File: src/rtl/muldiv_unit.sv
// Iterative multiply/divide unit with architectural HI/LO registers.
// One product/quotient bit per cycle behind a start/busy/done handshake.
module muldiv_unit #(
  parameter int unsigned WIDTH = 32
) (
  input  logic             clk,
  input  logic             reset,
  input  logic             start_i,
  input  logic [2:0]       op_i,
  input  logic [WIDTH-1:0] a_i,
  input  logic [WIDTH-1:0] b_i,
  output logic             busy_o,
  output logic             done_o,
  output logic             div_by_zero_o,
  output logic [WIDTH-1:0] hi_o,
  output logic [WIDTH-1:0] lo_o
);

  localparam int unsigned CntW = $clog2(WIDTH + 1);

  localparam logic [2:0] OpMult  = 3'd0;
  localparam logic [2:0] OpMultu = 3'd1;
  localparam logic [2:0] OpDiv   = 3'd2;
  localparam logic [2:0] OpDivu  = 3'd3;
  localparam logic [2:0] OpMthi  = 3'd4;
  localparam logic [2:0] OpMtlo  = 3'd5;

  typedef enum logic [0:0] {StIdle, StRun} state_e;

  state_e               state_q, state_d;
  logic [CntW-1:0]      cnt_q, cnt_d;
  logic [2*WIDTH-1:0]   acc_q, acc_d;
  logic [WIDTH-1:0]     opnd_q, opnd_d;
  logic [WIDTH-1:0]     a_raw_q, a_raw_d;
  logic [WIDTH-1:0]     hi_q, hi_d;
  logic [WIDTH-1:0]     lo_q, lo_d;
  logic                 is_div_q, is_div_d;
  logic                 res_neg_q, res_neg_d;
  logic                 rem_neg_q, rem_neg_d;
  logic                 dbz_q, dbz_d;
  logic                 done_q, done_d;
  logic                 dbz_out_q, dbz_out_d;

  // Operand preparation for an accepted request
  logic             op_signed, op_div, a_neg, b_neg;
  logic [WIDTH-1:0] a_mag, b_mag;

  assign op_signed = (op_i == OpMult) || (op_i == OpDiv);
  assign op_div    = (op_i == OpDiv) || (op_i == OpDivu);
  assign a_neg     = op_signed & a_i[WIDTH-1];
  assign b_neg     = op_signed & b_i[WIDTH-1];
  assign a_mag     = a_neg ? (~a_i + 1'b1) : a_i;
  assign b_mag     = b_neg ? (~b_i + 1'b1) : b_i;

  // Multiply step: acc = {partial product, remaining multiplier bits}
  logic [WIDTH:0]     mul_sum;
  logic [2*WIDTH-1:0] mul_next;

  assign mul_sum  = {1'b0, acc_q[2*WIDTH-1:WIDTH]} + (acc_q[0] ? {1'b0, opnd_q} : '0);
  assign mul_next = {mul_sum, acc_q[WIDTH-1:1]};

  // Restoring divide step: acc = {remainder, dividend bits shifting into quotient}
  logic [WIDTH:0]     div_shift, div_diff;
  logic               div_qbit;
  logic [WIDTH-1:0]   div_rem;
  logic [2*WIDTH-1:0] div_next;

  assign div_shift = acc_q[2*WIDTH-1:WIDTH-1];
  assign div_diff  = div_shift - {1'b0, opnd_q};
  assign div_qbit  = ~div_diff[WIDTH];
  assign div_rem   = div_qbit ? div_diff[WIDTH-1:0] : div_shift[WIDTH-1:0];
  assign div_next  = {div_rem, acc_q[WIDTH-2:0], div_qbit};

  logic [2*WIDTH-1:0] iter_next, prod_fix;
  logic [WIDTH-1:0]   quo, rem;

  assign iter_next = is_div_q ? div_next : mul_next;
  assign prod_fix  = res_neg_q ? (~iter_next + 1'b1) : iter_next;
  assign quo       = iter_next[WIDTH-1:0];
  assign rem       = iter_next[2*WIDTH-1:WIDTH];

  always_comb begin
    state_d   = state_q;
    cnt_d     = cnt_q;
    acc_d     = acc_q;
    opnd_d    = opnd_q;
    a_raw_d   = a_raw_q;
    hi_d      = hi_q;
    lo_d      = lo_q;
    is_div_d  = is_div_q;
    res_neg_d = res_neg_q;
    rem_neg_d = rem_neg_q;
    dbz_d     = dbz_q;
    done_d    = 1'b0;
    dbz_out_d = 1'b0;

    unique case (state_q)
      StIdle: begin
        if (start_i) begin
          case (op_i)
            OpMult, OpMultu, OpDiv, OpDivu: begin
              acc_d     = {{WIDTH{1'b0}}, (op_div ? a_mag : b_mag)};
              opnd_d    = op_div ? b_mag : a_mag;
              a_raw_d   = a_i;
              is_div_d  = op_div;
              res_neg_d = a_neg ^ b_neg;
              rem_neg_d = a_neg;
              dbz_d     = op_div && (b_i == '0);
              cnt_d     = CntW'(WIDTH);
              state_d   = StRun;
            end
            OpMthi:  hi_d = a_i;
            OpMtlo:  lo_d = a_i;
            default: ;
          endcase
        end
      end
      StRun: begin
        acc_d = iter_next;
        cnt_d = cnt_q - 1'b1;
        // Last iteration: commit the sign-corrected result on this same edge
        if (cnt_q == CntW'(1)) begin
          state_d = StIdle;
          done_d  = 1'b1;
          if (!is_div_q) begin
            hi_d = prod_fix[2*WIDTH-1:WIDTH];
            lo_d = prod_fix[WIDTH-1:0];
          end else if (dbz_q) begin
            hi_d      = a_raw_q;
            lo_d      = '1;
            dbz_out_d = 1'b1;
          end else begin
            hi_d = rem_neg_q ? (~rem + 1'b1) : rem;
            lo_d = res_neg_q ? (~quo + 1'b1) : quo;
          end
        end
      end
      default: state_d = StIdle;
    endcase
  end

  always_ff @(posedge clk) begin
    if (reset) begin
      state_q   <= StIdle;
      cnt_q     <= '0;
      acc_q     <= '0;
      opnd_q    <= '0;
      a_raw_q   <= '0;
      hi_q      <= '0;
      lo_q      <= '0;
      is_div_q  <= 1'b0;
      res_neg_q <= 1'b0;
      rem_neg_q <= 1'b0;
      dbz_q     <= 1'b0;
      done_q    <= 1'b0;
      dbz_out_q <= 1'b0;
    end else begin
      state_q   <= state_d;
      cnt_q     <= cnt_d;
      acc_q     <= acc_d;
      opnd_q    <= opnd_d;
      a_raw_q   <= a_raw_d;
      hi_q      <= hi_d;
      lo_q      <= lo_d;
      is_div_q  <= is_div_d;
      res_neg_q <= res_neg_d;
      rem_neg_q <= rem_neg_d;
      dbz_q     <= dbz_d;
      done_q    <= done_d;
      dbz_out_q <= dbz_out_d;
    end
  end

  assign busy_o        = (state_q == StRun);
  assign done_o        = done_q;
  assign div_by_zero_o = dbz_out_q;
  assign hi_o          = hi_q;
  assign lo_o          = lo_q;

endmodule
File: config.mk
export PLATFORM = sky130hd
export DESIGN_NAME = muldiv_unit
export DESIGN_NICKNAME = d
export VERILOG_FILES = /design/src/rtl/muldiv_unit.sv
export SDC_FILE = /design/constraint.sdc
export NUM_CORES = 1
export LEC_CHECK = 0
export ABC_CLOCK_PERIOD_IN_PS = 7280
export BUFFER_PORTS_ARGS = -buffer_cell sky130_fd_sc_hd__buf_2
export CORE_MARGIN = 2
export CORE_UTILIZATION = 34
export CTS_CLUSTER_SIZE = 16
export DETAILED_ROUTE_END_ITERATION = 10
export GPL_TIMING_DRIVEN = 0
export SLEW_MARGIN = 20
export SYNTH_ARGS = -nofsm -noshare
export SYNTH_HDL_FRONTEND = slang
export SYNTH_SLANG_ARGS = --single-unit
File: constraint.sdc
create_clock -name clk -period 7.28 [get_ports clk]
set_input_delay 1.456 -clock clk [delete_from_list [all_inputs] [get_ports clk]]
set_output_delay 1.456 -clock clk [all_outputs]
set_load 0.02 [all_outputs]
# Word-level counts from Yosys, hierarchy flattened
# Cells that the tools add are included.
[totals] regBits=205 inputBits=70 word_cells=90
[op_classes] addsub=8 n_eq_ne=11 mux=34 bitwise=12 n_reduce_logical=12
[ops] cell="two-way mux 32 bit" n=18
[ops] cell="two-way mux 64 bit" n=4
[ops] cell="adder 32 x 1 -> 32 bit, second input constant" n=4
[ops] cell="NOT 32 bit" n=4
[ops] cell="case mux 32 bit (2 select lines)" n=2
[ops] cell="case mux 64 bit (2 select lines)" n=1
[ops] cell="adder 64 x 1 -> 64 bit, second input constant" n=1
[ops] cell="NOT 64 bit" n=1
[ops] cell="adder 32 x 32 -> 33 bit" n=1
[ops] cell="subtractor 33 x 32 -> 33 bit" n=1
[ops] cell="zero test 32 bit" n=1
[ops] cell="two-way mux 6 bit" n=2
[ops] cell="case mux 6 bit (2 select lines)" n=1
[ops] cell="AND reduction 3 bit" n=3
[ops] cell="inequality test 2 x 1 -> 1 bit, second input constant" n=4
[ops] cell="OR reduction 4 bit" n=2
[ops] cell="== test 3 x 2 -> 1 bit, second input constant" n=2
[ops] cell="== test 3 bit, second input constant" n=2
[ops] cell="== test 6 x 1 -> 1 bit, second input constant" n=1
[ops] cell="subtractor 6 x 1 -> 6 bit, second input constant" n=1
[ops] cell="two-way mux 1 bit" n=5
[ops] cell="NOT 1 bit" n=4
[ops] cell="== test 3 x 1 -> 1 bit, second input constant" n=1
[ops] cell="zero test 3 bit" n=1
[ops] cell="8 further kinds" n=10

# Depth between registers and ports, before layout
[logic_depth] depth_word=10 ltp_mapped=24 depth_no_buf=24

# Worst setup path before layout
# Ideal clock, no wire load.
[synth_timing] path_kind="register -> register" startpoint="register acc_q[31]" endpoint="register hi_q[14] (netlist: hi_o[14])" setup_time_ns=0.095 arrival_time_ns=5.457 path_slack_ns=1.727 stages_incl_launch_ff=25 period_less_slack_ns=5.553 path_cell_list="dfxtp_1 -> inv_1 -> ha_1 -> inv_1 -> fa_1 -> a211oi_2 -> o211ai_1 -> a21oi_2 -> a2111oi_4 -> o21ai_1 -> nand2_1 -> a21oi_1 -> ha_1 -> o211ai_1 -> or2_2 -> or3_1 -> nor3_2 -> nand4_1 -> or2_2 -> nor4_1 -> nand2_1 -> o21ai_0 -> xnor2_1 -> mux2i_1 -> a221oi_1"
[synth_between] elab_chain_cells=10 word_cells_on_any_way=14 classes_between="3 x add/sub; 8 x mux; 3 x bitwise"
[synth_lines] item="start, declared" line_no="32" rtl="logic [2*WIDTH-1:0] acc_q, acc_d;"
[synth_lines] item="start signal, assigned" line_no="146" rtl="acc_q <= '0;"
[synth_lines] item="start signal, assigned" line_no="160" rtl="acc_q <= acc_d;"
[synth_lines] item="subtractor 33 x 32 -> 33 bit" line_no="69" rtl="assign div_diff = div_shift - {1'b0, opnd_q};"
[synth_lines] item="two-way mux 32 bit" line_no="71" rtl="assign div_rem = div_qbit ? div_diff[WIDTH-1:0] : div_shift[WIDTH-1:0];"
[synth_lines] item="two-way mux 64 bit *" line_no="77" rtl="assign iter_next = is_div_q ? div_next : mul_next;"
[synth_lines] item="NOT 32 bit" line_no="133" rtl="hi_d = rem_neg_q ? (~rem + 1'b1) : rem;"
[synth_lines] item="adder 32 x 1 -> 32 bit" line_no="133"
[synth_lines] item="two-way mux 32 bit" line_no="133"
[synth_lines] item="two-way mux 32 bit" line_no="128" rtl="end else if (dbz_q) begin"
[synth_lines] item="two-way mux 32 bit *" line_no="125" rtl="if (!is_div_q) begin"
[synth_lines] item="two-way mux 32 bit *" line_no="122" rtl="if (cnt_q == CntW'(1)) begin"
[synth_lines] item="case mux 32 bit (2 select lines) *" line_no="97" rtl="unique case (state_q)"
[synth_lines] item="end signal, assigned" line_no="163" rtl="hi_q <= hi_d;"
[synth_lines] item="end, declared" line_no="35" rtl="logic [WIDTH-1:0] hi_q, hi_d;"
# Mark *: on every way between the ends. The rest lies on a longest branch, timed or not. The select of a mux whose other input is x is not followed.
# A chain may end at the register's enable or synchronous reset.

# Worst setup path after layout
[layout_timing] startpoint="register is_div_q" endpoint="register hi_q[14] (netlist: hi_o[14])"
[layout_between] elab_chain_cells=8 word_cells_on_any_way=11 classes_between="2 x add/sub; 7 x mux; 2 x bitwise"
[layout_lines] item="start, declared" line_no="37" rtl="logic is_div_q, is_div_d;"
[layout_lines] item="start signal, assigned" line_no="165" rtl="is_div_q <= is_div_d;"
[layout_lines] item="two-way mux 64 bit" line_no="77"
[layout_lines] item="NOT 32 bit" line_no="133"
[layout_lines] item="adder 32 x 1 -> 32 bit" line_no="133"
[layout_lines] item="two-way mux 32 bit" line_no="133"
[layout_lines] item="two-way mux 32 bit" line_no="128"
[layout_lines] item="two-way mux 32 bit *" line_no="125"
[layout_lines] item="two-way mux 32 bit *" line_no="122"
[layout_lines] item="case mux 32 bit (2 select lines) *" line_no="97"
# Marked as above.

==> impl_summary.txt <==
----------------------------------------------------
[Clock network]
  Buffer type at the clock tree root ... sky130_fd_sc_hd__clkbuf_16
  CTS Hold Buffers Added ... 0
  Level count of the clock H-tree ... 1
  Cts bufs inserted ... 25
  Skew-Pair Late Insertion Delay ... 0.58 ns
  Clock Sinks ... 205
  Clk pin slew, worst setup/hold paths ... 0.07 ns
  CTS tree ... done
  Maximum buffer depth of the clock tree ... 3

[Status]
  Violated checks ... setup timing
  Result of the run ... finished, violations left

[Hold path]
  Min-delay worst type ... register to register
  Worst Hold Endpoint ... a_raw_q[12]
  Worst hold path depth ... 2
  Hold Startpoint ... a_raw_q[12]

[Logic synthesis]
  Netlist cell types ... 92
  Sequential cell area fraction in the yosys report ... 22.5%
  Yosys reg bits ... 205
  Synthesized netlist net count ... 2708
  Ys async rst share ... 0%
  Post-synthesis instance area ... 18200 µm²
  Count of flip-flops with a built-in enable after synthesis ... 0
  Avg Synthesized Cell Area ... 7.09 µm²
  Prevailing post-synth register cell ... sky130_fd_sc_hd__dfxtp_1
  Warning count from the yosys run ... 0
  Post-Synthesis Cells ... 2566

[Cells and area]
  Number of nets in the layout ... 2868
  Design Area, Final ... 20700 µm²
  Area taken by flip-flops and latches ... 4100 µm²
  Combined area of the multi-input logic cells ... 13200 µm²
  Fraction of layout cells with a size suffix above 1 ... 9.66%
  Utilization after layout ... 39.3%
  FILL cells ... 5663
  Layout area overhead ... 13.9%
  Post-layout instance count excluding filler cells ... 3434

[Critical path]
  Reg-to-reg setup timing slack ... -0.07 ns
  Crit end category ... register
  Critical-path maximum fanout ... 10
  Startpoint Class ... register
  Worst EP required ... 7.74 ns
  Cell count of the worst reg-to-reg path ... 22
  R2r startpoint ... is_div_q
  Worst Setup Path Type ... register to register
  End of the worst register-to-register path ... hi_o[14]
  WP data arrival ... 7.81 ns

[STA]
  Min Clock Period, post-route ... 7.35 ns
  Final-report setup violation count ... 1
  Final number of max-transition violations ... 0
  Post-Route Skew ... 0.0174 ns
  Max-Slew Margin vs Limit ... 17.4%
  Period utilisation layout ... 101%
  Max Fclk ... 136 MHz
  Worst Tran Pin Value ... 1.24 ns
  Number of hold-slack violations in the final timing report ... 0
  Unrepaired setup endpoints after global routing ... true
  Setup ws final ... -0.0689 ns

[Placed design]
  Worst setup slack before clock tree synthesis ... -1.29 ns
  Count of buffers inserted at the top-level ports ... 133
  Final HPWL DP ... 79900 µm
  Placed cell count ... 3388
  Placement-stage cell area ... 19700 µm²
  Routability congestion estimate ... 1.03

[Routing]
  Via count normalized by instance count ... 6.36
  Average wire per cell in the routed design ... 28.5 µm
  Final wirelength ... 97700 µm
  Remaining number of nets flagged by the antenna check after routing ... 0
  Total iterations of the first detailed-routing run ... 6
  Overall via count from detail_route ... 21.8k
  Residual DRC count ... 0
  Starting DRC count in detailed routing ... 2670

[Floorplan]
  Number of top-level pins ... 137
  Die Y-Extent ... 235 µm
  Die W ... 235 µm
  Core Footprint ... 52800 µm²
  Die outline area ... 55400 µm²
  Core Rows ... 84
  Initial Util ... 34.5%

[GRT]
  Total grt overflow ... 0
  Number of antenna violations at the first check in global routing ... 1
  Maximum number of pins on one net before global-route repair ... 20
  Total GRT Usage ... 33.9%
  First-pass GRT wire length ... 140000 µm
  Vias in the first global route ... 20.4k

[Power and ir drop]
  Power density of the placed cells ... 188 nW/µm²
  Maximum VDD drop ... 0.184 mV
  Static power due to leakage ... 0.00784 µW

[Job]
  Maximum Capacitance Violations ... 0

----------------------------------------------------
-- cell usage in the layout (no fill, tap or decap), drive strengths merged, types with 28 or more instances in the layout --
master	n
ha	70
o21ai	167
a31oi	30
a22oi	36
nand4	28
xnor2	93
o211ai	61
nor2	302
nor3	76
dfxtp	205
nand2	333
and2	49
inv	68
a21oi	235
xor2	78
o31ai	31
buf	173
nand3	43
mux2i	55
clkbuf	167
a311oi	30
a211oi	48
-- where the power goes --
group	total (µW)	switching, µW	internal, µW
Combinational	1220	862	354
Sequential	1230	58.2	1170
Clock	1440	573	872
-- synthesized netlist by cell type, drive strengths merged (7+ instances only) --
master	number	area share (%)
mux2i	55	3.0
o41ai	17	0.98
dfxtp	205	23
o31ai	31	1.4
a311oi	30	1.4
or2	10	0.34
buf	39	0.95
xnor2	93	4.5
nor2	302	6.2
and2	49	1.7
inv	66	1.4
a22oi	36	1.5
o21bai	10	0.41
nand2b	10	0.34
or4	21	0.87
nand3	43	1.2
nor3b	9	0.37
a211oi	48	2.1
nor3	76	2.2
and3	20	0.69
a21o	21	0.87
a31oi	30	1.0
or3	26	0.95
o21ai	167	4.6
o211ai	61	2.5
a222oi	12	0.66
nand3b	7	0.29
a221oi	23	1.1
clkbuf	138	2.8
ha	70	4.8
o2111ai	8	0.38
a2111oi	7	0.52
o21a	14	0.58
nand4	28	0.96
a21oi	235	6.5
xor2	78	3.8
o221ai	8	0.38
mux2	16	0.99
nor2b	10	0.34
nand2	333	6.9
nor4	18	0.65
a31o	7	0.34
-- worst max path at each step --
stage,startpoint,end,cells past startpoint
after floorplan,acc_q[31],hi_o[14],24
after global placement,is_div_q,hi_o[14],23
after detailed placement,is_div_q,hi_o[14],23
after CTS,acc_q[31],hi_o[14],24
after global routing,is_div_q,hi_o[14],22
final,is_div_q,hi_o[14],22
-- layout make-up --
class	instances	share of cell area, %
Antenna cell	2	0.0241
Inverter	68	1.25
Tap cell	688	4.15
Clock inverter	15	1.25
Multi-Input combinational cell	2116	63.7
Clock buffer	30	3.21
Buffer	174	3.31
Sequential cell	205	19.8
Timing Repair Buffer	136	3.32
-- registers in the layout, indices dropped and copies added, names as in the netlist --
register	count
a_raw_q	32
acc_q	64
busy_o	1
cnt_q	6
dbz_q	1
div_by_zero_o	1
done_o	1
hi_o	32
is_div_q	1
lo_o	32
opnd_q	32
rem_neg_q	1
res_neg_q	1
-- worst max-delay path, stage by stage, from the launching register on --
cell and delay, ns:
sky130_fd_sc_hd__dfxtp_1 0.30, sky130_fd_sc_hd__buf_2 0.30, sky130_fd_sc_hd__clkinvlp_4 0.34, sky130_fd_sc_hd__clkbuf_1 0.33, sky130_fd_sc_hd__clkbuf_1 0.40, sky130_fd_sc_hd__clkbuf_2 0.36
sky130_fd_sc_hd__clkbuf_2 0.33, sky130_fd_sc_hd__clkbuf_4 0.35, sky130_fd_sc_hd__buf_2 0.31, sky130_fd_sc_hd__a21oi_1 0.22, sky130_fd_sc_hd__ha_1 0.30, sky130_fd_sc_hd__o211ai_1 0.14
sky130_fd_sc_hd__or2_2 0.34, sky130_fd_sc_hd__or3_1 0.45, sky130_fd_sc_hd__nor3_4 0.40, sky130_fd_sc_hd__nand4_1 0.28, sky130_fd_sc_hd__or2_2 0.40, sky130_fd_sc_hd__nor4_2 0.48
sky130_fd_sc_hd__nand2_1 0.26, sky130_fd_sc_hd__o21ai_0 0.28, sky130_fd_sc_hd__xnor2_1 0.20, sky130_fd_sc_hd__mux2i_1 0.17, sky130_fd_sc_hd__a221oi_1 0.27
-- routing by layer --
| layer | global-route usage, % | share of wire [%] | wire length (µm) |
|---|---|---|---|
| met4 | 15.5 | 5.5 | 5380 |
| met2 | 53.4 | 43 | 42300 |
| met3 | 6.39 | 9.7 | 9440 |
| met5 | 0 | 0.0082 | 8 |
| met1 | 44.9 | 42 | 40700 |
-- timing repair --
| action | in CTS | in global routing |
|---|---|---|
| hold endpoints to repair | 0 | 0 |
| pin swaps | 1 | 0 |
| cloned | 0 | 0 |
| buffers inserted | 2 | 0 |
| gates resized for setup | 6 | 6 |
| setup endpoints to repair | 16 | 8 |
-- through the flow --
stage / hold WS [ns] / power, µW / setup TNS, ns
detailed placement: 0.443 / 2410 / -8.52
global placement: 0.437 / 2400 / -9.64
floorplan: 0.431 / 1950 / 0
finish: 0.454 / 3890 / -0.0689
CTS: 0.452 / 3840 / 0
global route: 0.467 / 4000 / -0.0245
-- cells by family (layout without fill, tap and decap cells) --
group | Yosys count | after routing | share of synthesized area (%)
AO/OA/AOI/OAI | 823 | 823 | 30.1
XOR/XNOR | 171 | 171 | 8.23
adder cells (fa/ha/maj) | 72 | 72 | 5.03
buffers and inverters | 245 | 423 | 5.20
flip-flops | 205 | 205 | 22.5
multiplexers | 71 | 71 | 4.01
other | 0 | 2 | 0
AND/OR/NAND/NOR | 979 | 979 | 24.8
No activity file was read; power rests on OpenSTA's default activity.
